**src/rtl/instr_encoder_if.sv**
```systemverilog
// Request and instruction-memory write bus for instr_encoder.
// slave = encoder side, master = request producer / memory observer.
interface instr_encoder_if #(
    parameter int ADDR_WIDTH = 8
);
    logic                  req_valid;
    logic                  req_ready;
    logic [1:0]            req_kind;
    logic [4:0]            req_rd;
    logic [4:0]            req_rs1;
    logic [4:0]            req_rs2;
    logic [12:0]           req_imm;
    logic                  mem_we;
    logic [ADDR_WIDTH-1:0] mem_addr;
    logic [31:0]           mem_wdata;

    modport slave (
        input  req_valid, req_kind, req_rd, req_rs1, req_rs2, req_imm,
        output req_ready, mem_we, mem_addr, mem_wdata
    );

    modport master (
        output req_valid, req_kind, req_rd, req_rs1, req_rs2, req_imm,
        input  req_ready, mem_we, mem_addr, mem_wdata
    );
endinterface

```
**src/rtl/instr_encoder.sv**
```systemverilog
// RV32I encoder/loader: packs ADDI/BNE/LW requests into imem words.
// ENC_CHECK_EN: reject reserved kinds and odd BNE offsets, set err.
module instr_encoder #(
    parameter int ADDR_WIDTH = 8
) (
    input  logic                  clk,
    input  logic                  rst,
    input  logic                  i_start,
    input  logic                  i_finish,
    instr_encoder_if.slave        bus,
    output logic [ADDR_WIDTH:0]   o_prog_len,
    output logic                  o_busy,
    output logic                  o_done,
    output logic                  o_full,
    output logic                  o_err
);
    typedef enum logic [2:0] {
        S_IDLE,
        S_ACCEPT,
        S_WRITE,
        S_DONE,
        S_FULL
    } state_t;

    localparam int CAP = 2 ** ADDR_WIDTH;
    localparam logic [ADDR_WIDTH:0]   LEN_ONE = 1;
    localparam logic [ADDR_WIDTH-1:0] PTR_ONE = 1;
    localparam logic [ADDR_WIDTH:0]   LEN_CAP = CAP[ADDR_WIDTH:0];

    state_t                r_state;
    state_t                w_next;
    logic [ADDR_WIDTH-1:0] r_ptr;
    logic [ADDR_WIDTH:0]   r_len;
    logic [ADDR_WIDTH:0]   w_len_inc;
    logic                  r_fin;
    logic                  r_ready;
    logic                  r_busy;
    logic                  r_done;
    logic                  r_full;
    logic                  r_mem_we;
    logic [ADDR_WIDTH-1:0] r_mem_addr;
    logic [31:0]           r_mem_wdata;
    logic                  w_hs;
    logic                  w_bad;
    logic                  w_wr;
    logic [31:0]           w_enc;

    assign w_len_inc = r_len + LEN_ONE;
    assign w_hs = (r_state == S_ACCEPT) && bus.req_valid && !i_start;
    assign w_wr = w_hs && !w_bad;

`ifdef ENC_CHECK_EN
    logic r_err;

    assign w_bad = (bus.req_kind == 2'b11) ||
                   ((bus.req_kind == 2'b01) && bus.req_imm[0]);
    assign o_err = r_err;

    // Sticky reject flag, cleared only by a new session or reset.
    always_ff @(posedge clk or posedge rst) begin
        if (rst) begin
            r_err <= 1'b0;
        end else if (i_start) begin
            r_err <= 1'b0;
        end else if (w_hs && w_bad) begin
            r_err <= 1'b1;
        end
    end
`else
    logic w_unused_imm0;

    assign w_bad = 1'b0;
    assign o_err = 1'b0;
    assign w_unused_imm0 = bus.req_imm[0];
`endif

    // Pack the current request into its RV32I machine word.
    always_comb begin
        w_enc = 32'h0000_0013;
        unique case (bus.req_kind)
            2'b00: w_enc = {bus.req_imm[11:0], bus.req_rs1, 3'b000,
                            bus.req_rd, 7'b0010011};
            2'b01: w_enc = {bus.req_imm[12], bus.req_imm[10:5],
                            bus.req_rs2, bus.req_rs1, 3'b001,
                            bus.req_imm[4:1], bus.req_imm[11],
                            7'b1100011};
            2'b10: w_enc = {bus.req_imm[11:0], bus.req_rs1, 3'b010,
                            bus.req_rd, 7'b0000011};
            default: w_enc = 32'h0000_0013;
        endcase
    end

    // Next-state selection; start overrides everything.
    always_comb begin
        w_next = r_state;
        if (i_start) begin
            w_next = S_ACCEPT;
        end else begin
            unique case (r_state)
                S_IDLE: w_next = S_IDLE;
                S_ACCEPT: begin
                    if (bus.req_valid) begin
                        if (w_bad) begin
                            w_next = i_finish ? S_DONE : S_ACCEPT;
                        end else begin
                            w_next = S_WRITE;
                        end
                    end else if (i_finish) begin
                        w_next = S_DONE;
                    end
                end
                S_WRITE: begin
                    if (w_len_inc == LEN_CAP) begin
                        w_next = S_FULL;
                    end else if (r_fin) begin
                        w_next = S_DONE;
                    end else begin
                        w_next = S_ACCEPT;
                    end
                end
                S_DONE: w_next = S_DONE;
                S_FULL: w_next = S_FULL;
                default: w_next = S_IDLE;
            endcase
        end
    end

    // State register and status flags decoded from the next state.
    always_ff @(posedge clk or posedge rst) begin
        if (rst) begin
            r_state <= S_IDLE;
            r_ready <= 1'b0;
            r_busy  <= 1'b0;
            r_done  <= 1'b0;
            r_full  <= 1'b0;
        end else begin
            r_state <= w_next;
            r_ready <= (w_next == S_ACCEPT);
            r_busy  <= (w_next == S_ACCEPT) || (w_next == S_WRITE);
            r_done  <= (w_next == S_DONE) || (w_next == S_FULL);
            r_full  <= (w_next == S_FULL);
        end
    end

    // Write port registers, pointer, length and latched finish.
    always_ff @(posedge clk or posedge rst) begin
        if (rst) begin
            r_mem_we    <= 1'b0;
            r_mem_addr  <= '0;
            r_mem_wdata <= '0;
            r_ptr       <= '0;
            r_len       <= '0;
            r_fin       <= 1'b0;
        end else begin
            r_mem_we <= w_wr;
            if (w_wr) begin
                r_mem_addr  <= r_ptr;
                r_mem_wdata <= w_enc;
            end
            if (i_start) begin
                r_ptr <= '0;
                r_len <= '0;
                r_fin <= 1'b0;
            end else begin
                if (w_hs) begin
                    r_fin <= i_finish;
                end
                if (r_state == S_WRITE) begin
                    r_ptr <= r_ptr + PTR_ONE;
                    r_len <= w_len_inc;
                end
            end
        end
    end

    assign bus.req_ready = r_ready;
    assign bus.mem_we    = r_mem_we;
    assign bus.mem_addr  = r_mem_addr;
    assign bus.mem_wdata = r_mem_wdata;
    assign o_prog_len    = r_len;
    assign o_busy        = r_busy;
    assign o_done        = r_done;
    assign o_full        = r_full;
endmodule

```
**src/flat_wrapper.sv**
```systemverilog
// flat-port wrapper written by rule: the top's interface ports become plain ports
module instr_encoder_flat 
#(
    parameter int ADDR_WIDTH = 8
)
  (clk, rst, i_start, i_finish, o_prog_len, o_busy, o_done, o_full, o_err, bus_req_valid, bus_req_kind, bus_req_rd, bus_req_rs1, bus_req_rs2, bus_req_imm, bus_req_ready, bus_mem_we, bus_mem_addr, bus_mem_wdata);
  instr_encoder_if #(.ADDR_WIDTH(ADDR_WIDTH)) bus_i ();
  input  logic clk;
  input  logic rst;
  input  logic i_start;
  input  logic i_finish;
  output logic [ADDR_WIDTH:0] o_prog_len;
  output logic o_busy;
  output logic o_done;
  output logic o_full;
  output logic o_err;
  input wire logic [$bits(bus_i.req_valid)-1:0] bus_req_valid;
  input wire logic [$bits(bus_i.req_kind)-1:0] bus_req_kind;
  input wire logic [$bits(bus_i.req_rd)-1:0] bus_req_rd;
  input wire logic [$bits(bus_i.req_rs1)-1:0] bus_req_rs1;
  input wire logic [$bits(bus_i.req_rs2)-1:0] bus_req_rs2;
  input wire logic [$bits(bus_i.req_imm)-1:0] bus_req_imm;
  output wire logic [$bits(bus_i.req_ready)-1:0] bus_req_ready;
  output wire logic [$bits(bus_i.mem_we)-1:0] bus_mem_we;
  output wire logic [$bits(bus_i.mem_addr)-1:0] bus_mem_addr;
  output wire logic [$bits(bus_i.mem_wdata)-1:0] bus_mem_wdata;
  assign bus_i.req_valid = bus_req_valid;
  assign bus_i.req_kind = bus_req_kind;
  assign bus_i.req_rd = bus_req_rd;
  assign bus_i.req_rs1 = bus_req_rs1;
  assign bus_i.req_rs2 = bus_req_rs2;
  assign bus_i.req_imm = bus_req_imm;
  assign bus_req_ready = bus_i.req_ready;
  assign bus_mem_we = bus_i.mem_we;
  assign bus_mem_addr = bus_i.mem_addr;
  assign bus_mem_wdata = bus_i.mem_wdata;
  instr_encoder #(.ADDR_WIDTH(ADDR_WIDTH)) u_core (.clk(clk), .rst(rst), .i_start(i_start), .i_finish(i_finish), .bus(bus_i), .o_prog_len(o_prog_len), .o_busy(o_busy), .o_done(o_done), .o_full(o_full), .o_err(o_err));
endmodule
```
**config.mk**
```make
export PLATFORM = sky130hd
export DESIGN_NAME = instr_encoder_flat
export DESIGN_NICKNAME = d
export VERILOG_FILES = /design/src/rtl/instr_encoder_if.sv /design/src/rtl/instr_encoder.sv /design/src/flat_wrapper.sv
export SDC_FILE = /design/constraint.sdc
export NUM_CORES = 1
export LEC_CHECK = 0
export CAP_MARGIN = 20
export CORE_UTILIZATION = 35
export DETAILED_ROUTE_END_ITERATION = 8
export GPL_TIMING_DRIVEN = 0
export SETUP_SLACK_MARGIN = 0.5
export SYNTH_ARGS = -nofsm -noshare
export SYNTH_HDL_FRONTEND = slang
export SYNTH_SLANG_ARGS = --single-unit
```
**constraint.sdc**
```tcl
create_clock -name clk -period 2.3 [get_ports clk]
set_input_delay 0.46 -clock clk [delete_from_list [all_inputs] [get_ports clk]]
set_output_delay 0.46 -clock clk [all_outputs]
set_load 0.03 [all_outputs]
```
; ---- Word-level counts from Yosys, hierarchy flattened
; Index checks and enable logic that the tools add are counted.
[totals]
ff_bits = 66
out_inout_bits = 55
wordCells = 45
[classes]
n_addsub = 2
n_eq_ne = 11
n_mux = 13
n_reduce_logical = 8
[op_table]
columns = operator, count
row1 = $pmux 32 s3, 1
row2 = $mux 9, 2
row3 = $mux 8, 2
row4 = $eq 3x2->1 const B, 4
row5 = $mux 3, 4
row6 = $pmux 3 s4, 1
row7 = $add 9x1->9 const B, 1
row8 = $eq 9x9->1 const B, 1
row9 = $add 8x1->8 const B, 1
row10 = $eq 3x1->1 const B, 2
row11 = $eq 3x3->1 const B, 2
row12 = $reduce_bool 2->1, 2
row13 = $eq 2x1->1 const B, 1
row14 = $eq 2x2->1 const B, 1
row15 = $logic_and 1x1->1, 2
row16 = $logic_not 2->1, 1
row17 = $logic_or 1x1->1, 2
row18 = $mux 1, 2
row19 = $mux 2, 1
row20 = $logic_not 1->1, 1

; ---- Logic depth before layout (Yosys ltp)
; Gate-level depths: netlist (run 1).
[depth]
word_depth = 7
ltp_mapped = 7
depth_no_buf = 6

; ---- Worst setup path before layout (run 1)
; OpenSTA, ideal clock, no wires.
[synth_timing]
path_kind = register to register
from = register u_core.r_len[0] (netlist: u_core.o_prog_len[0])
to = register u_core.r_busy (netlist: u_core.o_busy)
setup_ns = 0.096
arrival_time_ns = 1.771
setup_slack_ns = 0.433
stages_incl_launch_ff = 7
synth_period_minus_slack_ns = 1.867
cell_sequence = dfrtp_1 -> ha_1 -> nand2_1 -> and4b_4 -> or3_1 -> nor3b_1 -> a311oi_2
[synth_between]
elab_chain_len = 7
word_cells_on_any_way = 8
cone_classes = add/sub (1) / eq/ne (3) / mux (3) / reduce/logical (1)
[synth_lines]
columns = item, line
row1 = start: declaration, instr_encoder.sv:33  ; logic [ADDR_WIDTH:0] r_len;
row2 = start signal: assignment, instr_encoder.sv:170  ; r_len <= w_len_inc;
row3 = $add 9x1->9 (*), instr_encoder.sv:48  ; assign w_len_inc = r_len + LEN_ONE;
row4 = $eq 9x9->1 (*), instr_encoder.sv:113  ; if (w_len_inc == LEN_CAP) begin
row5 = $mux 3 (*), instr_encoder.sv:113
row6 = $pmux 3 s4 (*), instr_encoder.sv:99  ; unique case (r_state)
row7 = $mux 3 (*), instr_encoder.sv:96  ; if (i_start) begin
row8 = $eq 3x1->1 / $eq 3x2->1 (equally long branches), instr_encoder.sv:139  ; r_busy <= (w_next == S_ACCEPT) || (w_next == S_WRITE);
row9 = $logic_or 1x1->1 (*), instr_encoder.sv:139
row10 = end signal: assignment, instr_encoder.sv:139
row11 = end: declaration, instr_encoder.sv:37  ; logic r_busy;
; Every way passes the cells marked *; elsewhere a longest branch is shown, timed or not.
; A chain may end at the register's enable or synchronous reset.

; ---- Final worst setup path (run 1)
[layout_timing]
from = register u_core.r_len[1] (netlist: u_core.o_prog_len[1])
to = register u_core.r_busy (netlist: u_core.o_busy)
; The elaborated chain is that of the path after synthesis.

==> metrics, run 1 <==
outcome completed; sequential-to-total area share from yosys stat 0.534; Worst Skew 0.00738 ns; total CTS buffers 9; Yosys top cell by area dfrtp_1; H-tree depth 3; footprint of the multi-input gates 0.00124 mm²; die area 0.00839 mm²; CTS Sinks 60; max-slew violations 0; Critical Path Slowest Stage Cell dfrtp_2; required time worst endpoint 2.54 ns; Yosys cell types 51; most common cell in the netlist dfrtp_1; vias 2300; Top delay family on crit path simple AND/OR/NAND/NOR gates; Post-Syn Instances 265; post-synthesis register bit count 60; I/O pin count 90; Fin Setup TNS 0 ns; final core area utilization 0.533; Buf+Inv Stages, Crit Path 0; design area 0.00412 mm²; 1st-pass router iterations 4; RSZ-0062 raised after global routing yes; clock buffer depth 2; reg2reg path depth 6; Final Hold Vio Count 0; min Tclk post-route 1.77 ns; PD cells between 700 and 800 mW/mm²; maximum capacitance violations 0; drt initial violations slightly below 60; grt ovf 0; initial antenna violation count 0; FMAX 0.565 GHz; area taken by flip-flops and latches 0.00151 mm²; worst hold path type flop to flop; port buffer count 85; Routed WL 6510 µm; Synth warnings 0; Critical Path Stages 6; total track usage 0.167; worst-margin pin slew 0.767 ns; Yosys top cell area share 0.534; synth top area cells dfrtp_1 (53%), nand2_1 (6.4%), ha_1 (3.6%); EDFF count, synth 0; Rows 32; vias per cell 4.84; R2R setup slack 0.53 ns; antenna diode count 0; startpoint types flop; Worst-path clk slew ~0.07 ns; crit-path cells ha_4 -> nand2_2 -> and4b_4 -> or3_4 -> nor3b_4 -> a311oi_2; post-synthesis async set-or-reset flop share 1.00; RePlAce Congestion approximately 0.79; Max stage delay on crit path 0.43 ns; Layout fillers 713; WS Path Type flop to flop; crit path setup slack, layout 0.531 ns; worst vdd ir between 400 and 500 µV; max_slew headroom 0.488; Critical R2R Capture u_core.o_busy; Leak ~2.1 nW; Setup violations, final 0; die height 91.6 µm; area of the core approximately 0.0077 mm²; vias in the first global route 2239; HP Start u_core.bus.mem_addr[3]; syn_area_per_cell 10.6 µm²; routed len/inst 13.7 µm; Fin Hold WS 0.466 ns; HPWL Detailed 4540 µm; Synth top cells by count dfrtp_1 (60), nand2_1 (48), nor2_1 (22), o31ai_1 (12); layout cells sized above 1 0.182; CP max FO 4; DP Worst Slack -0.0202 ns; largest net degree at the start of global routing 36; root buf cell clkbuf_8; Nets 411; CTS tree yes; Post-Syn Area 0.00281 mm²; Worst R2R Start u_core.o_prog_len[1]; Critical Path Sink Type flop; Post-DP Area 0.00383 mm²; final worst-path cycle share 0.769; Starting Density 0.364; Synth Flop Type dfrtp_1; Setup crit start u_core.o_prog_len[1]; antenna-violating nets left 0; Critical Path AT 2.01 ns; global-route wire length before repair approximately 11000 µm; DRC errors left 0; Die Width 91.6 µm; CP Capture Point u_core.o_busy; clock latency at the later pin of the worst-skew pair 0.33 ns; synth-to-layout area growth 46.7%
per-layer routing:
| layer | vias up | GRT usage | part of all wire |
|---|---|---|---|
| li1 | 1111 | - | - |
| met1 | 1122 | 0.226 | 0.47 |
| met2 | 55 | 0.259 | 0.47 |
| met3 | 12 | 0.0310 | 0.046 |
| met4 | 0 | 0.0754 | 0.017 |
| met5 | - | 0 | 0 |
flip-flops by register name, summed over array words and instances, names as in the netlist:
register	cells
u_core.bus.mem_wdata	26
u_core.o_full	1
u_core.r_state	3
u_core.bus.mem_we	1
u_core.r_ptr	8
u_core.bus.req_ready	1
u_core.o_prog_len	9
u_core.r_fin	1
u_core.o_busy	1
u_core.o_done	1
u_core.bus.mem_addr	8
kinds of logic after synthesis:
family,count (synthesis),share of synthesized area
mux,2,0.00712
flops,60,0.534
compound gates,49,0.144
simple gates,103,0.185
xor+xnor,14,0.0436
buf+inv,28,0.0490
other cells,1,0.00133
fa+ha+maj,8,0.0356
through the flow:
stage / power, mW / instances
after global placement: 1.90 / 455
after floorplan: 1.60 / 268
after global routing: 3.15 / 475
after detailed placement: 1.91 / 456
after CTS: 3.05 / 473
final: 3.03 / 475
power breakdown:
| part | switching, mW | internal, mW | total (mW) |
|---|---|---|---|
| registers | 0.0503 | 1.15 | 1.20 |
| clock network | 0.423 | 0.778 | 1.20 |
| logic | 0.381 | 0.245 | 0.626 |
| total | 0.855 | 2.17 | 3.03 |
cell type report:
class,instances,area share
Tap cell,102,0.0310
Clock inverter,4,0.0231
Clock buffer,12,0.0376
Multi-Input combinational cell,180,0.301
Timing Repair Buffer,89,0.204
Buffer,19,0.0276
Inverter,9,0.00911
Sequential cell,60,0.366
placed cells by master, fill, tap and decap left out, drive strengths merged, types with 4 or more instances in the layout:
cell type,count
clkdlybuf4s50,31
dlygate4sd2,50
nand2,49
nor4,4
a22o,12
nand4,6
o31ai,12
dfrtp,60
dlymetal6s2s,4
xor2,9
inv,8
conb,4
ha,8
buf,16
o21ai,4
clkbuf,19
xnor2,5
nor2,22
a22oi,11
worst min path at each step:
stage	end	slack (ns)	depth (start not counted)
2_1_floorplan	u_core.bus.mem_addr[7]	0.46	2
3_3_place_gp	u_core.bus.mem_wdata[9]	0.46	2
3_5_place_dp	u_core.bus.mem_addr[4]	0.46	2
4_1_cts	u_core.bus.mem_addr[4]	0.47	2
5_1_grt	u_core.bus.mem_addr[3]	0.49	2
6_report	u_core.bus.mem_addr[3]	0.47	2
worst min-delay path, delay by kind of cell, from the launching register on:
family,cells,cell delay (ns)
DFF,1,0.34
and+or+nand+nor,2,0.10
repair_timing:
item	4_1_cts	5_1_grt
gates resized for setup	58	20
pin swaps	0	4
gates cloned	0	0
buffers inserted	1	2
endpoints found under the setup margin	82	27
hold buffers	0	0
Note: power is estimated with default switching activity, not from simulation.
==> run 2: changes to the inputs <==
PLACE_DENSITY = 0.66   (was not set)
clock period = 1.6 ns   (was 2.3 ns; I/O delays follow)
==> metrics, run 2 (synthesis results as in run 1) <==
outcome complete, but fails checks; violated checks setup timing; grt ovf 0 (unchanged); Clk network pwr share 0.294 (-0.103); largest net degree at the start of global routing 36 (unchanged); PD cells 866 mW/mm² (+18%); min Tclk post-route 1.74 ns (-0.0251 ns); HPWL Detailed 4940 µm (+8.8%); CTS tree yes; placed insts 456 (unchanged); Rows 32 (unchanged); Switching Fraction 0.309 (+0.0265); worst-margin pin slew 0.668 ns (-0.0981 ns); DP Worst Slack -0.558 ns (-0.538 ns); Critical Path Sink Type flop; Pint 3.26 mW (+50%); FMAX 0.573 GHz (+1.4%); routed len/inst 16.1 µm (+17%); max_slew headroom 0.552 (+0.0640); worst vdd ir 443 µV (+4.0%); Leak 2.51 nW (+21%); Setup violations, final 3 (+3); RSZ-0062 raised after global routing yes; Worst-path clk slew 0.07 ns (about the same); antenna diode count 0 (unchanged); CP max FO 4 (unchanged); CTS Sinks 60 (unchanged); WS Path Type flop to flop; Comb power frac 0.331 (+0.124); total track usage 0.211 (+0.0437); startpoint types flop; RePlAce Congestion 0.798 (+1.6%); port buffer count 85 (unchanged); global-route wire length before repair 13400 µm (+23%); NetSw 1.46 mW (+71%); clock latency at the later pin of the worst-skew pair 0.35 ns (+0.02 ns); Max stage delay on crit path 0.45 ns (+0.02 ns); H-tree depth 3 (unchanged); reg2reg path depth 6 (unchanged); total CTS buffers 9 (unchanged); vias per cell 4.91 (+1.4%); area taken by flip-flops and latches 0.00152 mm² (+0.50%); final worst-path cycle share 1.09 (+0.321); worst hold path type primary input to async pin; Worst Skew 0.00992 ns (+0.00254 ns); initial antenna violation count 0 (unchanged); design area 0.00545 mm² (+32%); synth-to-layout area growth 93.8%; crit-path cells ha_4 -> nand2_2 -> and4b_4 -> or3_4 -> nor3b_1 -> a311oi_2; vias 2613 (+14%); most common cell after layout, fill and taps aside buf_6; Starting Density 0.364 (unchanged); root buf cell clkbuf_8; layout cells sized above 1 0.602 (+0.420); footprint of the multi-input gates 0.00173 mm² (+40%); Critical Path Slowest Stage Cell dfrtp_2; vias in the first global route 2624 (+17%); Nets 469 (+14%); I/O pin count 90 (unchanged); Final Hold Vio Count 0 (unchanged); Fin Setup TNS -0.275 ns (-0.275 ns); area of the core 0.00773 mm² (unchanged); most frequent cells in the layout buf_6 (70), dfrtp_1 (48), buf_4 (42); Finished Layout Cells 532 (+12%); 1st-pass router iterations 4 (unchanged); Critical Path AT 1.99 ns (-0.02 ns); Die Width 91.6 µm (unchanged); antenna-violating nets left 0 (unchanged); Post-DP Area 0.00411 mm² (+7.5%); die height 91.6 µm (unchanged); DRC errors left 0 (unchanged); Flop pwr share 0.375 (-0.021); Layout fillers 544 (-24%); max reg flops 26 (unchanged); required time worst endpoint 1.84 ns (-0.70 ns); Fin Hold WS 0.406 ns (-0.0606 ns); Routed WL 8540 µm (+31%); max-slew violations 0 (unchanged); drt initial violations 66 (+12%); clock buffer depth 2 (unchanged); crit path setup slack, layout -0.144 ns (-0.675 ns); maximum capacitance violations 0 (unchanged); die area 0.00839 mm² (unchanged)
run 2: critical path, delay by kind of cell (launching register included):
kind | cells | cell delay (ns)
compound gates | 1 | 0.22
fa+ha+maj | 1 | 0.18
flops | 1 | 0.45
simple gates | 4 | 0.78
run 2: worst paths after layout:
kind	slack, ns	endpoint	startpoint
max in group asynchronous	0.69	u_core.bus.mem_wdata[12]	rst
min reg2reg	0.52	u_core.bus.mem_addr[1]	u_core.bus.mem_addr[1]
min	0.41	u_core.o_prog_len[0]	rst
min in group clk	0.46	u_core.r_state[2]	i_start
max reg2reg	-0.14	u_core.o_busy	u_core.o_prog_len[0]
max	-0.14	u_core.o_busy	u_core.o_prog_len[0]
run 2: final cells by class:
class	instances	share of cell area
buffer	19	0.0469
clock buffer	13	0.0292
clock inverter	2	0.00643
inverter	9	0.0119
multi-input combinational	180	0.318
sequential	60	0.278
tap	102	0.0234
timing repair buffer	146	0.284
timing repair inverter	1	0.000919
run 2: timing repair:
item,4_1_cts,5_1_grt
endpoints found under the hold margin,0,0
cloned,5,1
setup endpoints to repair,111,134
pin swaps,24,29
gates resized for setup,440,46
buffers inserted,37,18
hold buffers,0,0
run 2: routing by layer:
layer	GRT usage	wire (µm)	vias to the layer above
li1	-	-	1239
met1	0.260	3580	1298
met4	0.0952	173	0
met3	0.0310	357	12
met5	0	0	-
met2	0.363	4430	64
run 2: through the flow:
stage                     total power, mW   util
after global placement               2.80  0.529
after floorplan                      2.36      -
final                                4.72  0.705
after detailed placement             2.82  0.532
after CTS                            4.57  0.662
after global routing                 4.90  0.705
run 2: power groups by stage:
stage,logic [mW],registers [mW],clock network (mW)
after floorplan,0.347,2.01,0
after global placement,1.04,1.76,0
after detailed placement,1.06,1.76,0
after CTS,1.39,1.77,1.41
after global routing,1.64,1.78,1.47
final,1.56,1.77,1.39
==> run 3: changes to the inputs <==
==> constraint.sdc (replaced) <==
create_clock -name clk -period 1.6 [get_ports clk]
set_input_delay 0.32 -clock clk [delete_from_list [all_inputs] [get_ports clk]]
set_output_delay 0.32 -clock clk [all_outputs]
set_load 0.05 [all_outputs]
==> metrics, run 3 (synthesis results as in run 1) <==
Switching Fraction 0.357 (+0.0477); CTS tree yes; Pint 3.10 mW (-4.8%); FMAX 0.589 GHz (+2.7%); final core area utilization 0.710 (+0.00502); worst vdd ir 440 µV (-0.75%); CP max FO 4 (unchanged); HPWL Detailed 4900 µm (-0.71%); Nets 477 (+1.7%); clock buffer depth 2 (unchanged); Critical Path Sink Type flop; Critical Path Slowest Stage Cell dfrtp_2; placed insts 456 (unchanged); DRC errors left 0 (unchanged); clock latency at the later pin of the worst-skew pair 0.35 ns (about the same); layout cells sized above 1 0.623 (+0.0210); total track usage 0.205 (-0.00566); CTS Sinks 60 (unchanged); min Tclk post-route 1.70 ns (-0.0461 ns); routed len/inst 17.4 µm (+8.6%); grt ovf 0 (unchanged); antenna-violating nets left 0 (unchanged); Max stage delay on crit path 0.45 ns (about the same); outcome complete, but fails checks; Worst-path clk slew 0.07 ns (about the same); vias per cell 4.96 (+1.0%); NetSw 1.72 mW (+18%); Rows 32 (unchanged); Leak 2.55 nW (+1.7%); most frequent cells in the layout buf_6 (63), buf_4 (47), dfrtp_1 (47); Die Width 91.6 µm (unchanged); Worst Skew 0.00994 ns (+0.0000181 ns); Finished Layout Cells 540 (+1.5%); drt initial violations 66 (unchanged); Setup violations, final 3 (unchanged); Routed WL 9420 µm (+10%); final worst-path cycle share 1.06 (-0.0288); maximum capacitance violations 0 (unchanged); max reg flops 26 (unchanged); PD cells 879 mW/mm² (+1.5%); Clk network pwr share 0.254 (-0.040); H-tree depth 3 (unchanged); Critical Path AT 1.96 ns (-0.03 ns); worst hold path type primary input to async pin; Buf+Inv Stages, Crit Path 0 (unchanged); die area 0.00839 mm² (unchanged); antenna diode count 0 (unchanged); violated checks setup timing; RePlAce Congestion 0.773 (-3.2%); max_slew headroom 0.567 (+0.0146); Top delay family on crit path simple AND/OR/NAND/NOR gates; Comb power frac 0.379 (+0.048); root buf cell clkbuf_8; vias 2680 (+2.6%); Flop pwr share 0.367 (-0.008); initial antenna violation count 0 (unchanged); largest net degree at the start of global routing 36 (unchanged); max-slew violations 0 (unchanged); area of the core 0.00773 mm² (unchanged); port buffer count 85 (unchanged); crit-path cells ha_4 -> nand2_2 -> and4b_4 -> or3_4 -> nor3b_4 -> a311oi_2; Final Hold Vio Count 0 (unchanged); crit path setup slack, layout -0.0975 ns (+0.0461 ns); Tot Pwr 4.82 mW (+2.2%); RSZ-0062 raised after global routing yes; synth-to-layout area growth 95.2%; total CTS buffers 9 (unchanged); I/O pin count 90 (unchanged); required time worst endpoint 1.86 ns (+0.02 ns); Starting Density 0.364 (unchanged); startpoint types flop; DP Worst Slack -0.640 ns (-0.0823 ns); global-route wire length before repair 13200 µm (-1.6%); most common cell after layout, fill and taps aside buf_6; worst-margin pin slew 0.647 ns (-0.0218 ns); vias in the first global route 2598 (-0.99%); 1st-pass router iterations 4 (unchanged); WS Path Type flop to flop; Fin Hold WS 0.423 ns (+0.0175 ns); die height 91.6 µm (unchanged)
## run 3: cell count changes in the layout (fill, tap and decap cells not counted), sizes merged
cell and change:
buf +10, bufinv -1, clkbuf -3, inv +1, nand2 +1
## run 3: repair_timing
| item | CTS | global route |
|---|---|---|
| setup endpoints to repair | 111 | 133 |
| cloned | 5 | 2 |
| buffers inserted | 37 | 25 |
| resized for setup | 470 | 69 |
| hold buffers | 0 | 0 |
| pin swaps | 43 | 32 |
## run 3: path summary, 6_finish.rpt
kind                                              from                        to  slack (ns)  cells past startpoint
min in group clk                               i_start         u_core.r_state[2]        0.47                      2
worst min-delay path                               rst  u_core.bus.mem_wdata[22]        0.42                      2
worst max register to register    u_core.o_prog_len[0]             u_core.o_busy        -0.1                      6
worst min register to register  u_core.bus.mem_addr[4]    u_core.bus.mem_addr[4]        0.51                      2
max in group asynchronous                          rst   u_core.bus.mem_wdata[1]        0.67                      3
worst max-delay path              u_core.o_prog_len[0]             u_core.o_busy        -0.1                      6
## run 3: power by group through the flow
stage | clock (mW) | sequential [mW] | combinational (mW)
after floorplan | 0 | 2.21 | 0.339
after global placement | 0 | 1.75 | 1.23
after detailed placement | 0 | 1.76 | 1.25
after CTS | 1.24 | 1.77 | 1.53
after global routing | 1.29 | 1.78 | 1.90
final | 1.22 | 1.77 | 1.83
## run 3: area by class of cell
type	count	area [µm²]
sequential	60	1520
timing repair inverter	1	5.00
clock inverter	2	10.0
inverter	9	60.1
fill	504	2240
buffer	19	210
multi-input combinational	181	1800
tap	102	128
timing repair buffer	153	1590
clock buffer	13	159
## run 3: stage by stage
step	TNS, ns	instance area, µm²
global placement	-31.40	3970
detailed placement	-19.60	3990
CTS	-0.174	4970
global route	-0.827	5490
floorplan	-0.298	2990
finish	-0.188	5490
## run 3: metal layers
layer / global-route usage / share of wire / up-vias
li1: - / - / 1247
met1: 0.259 / 0.41 / 1352
met2: 0.345 / 0.53 / 66
met3: 0.0302 / 0.038 / 15
met4: 0.0952 / 0.021 / 0
met5: 0 / 0 / -
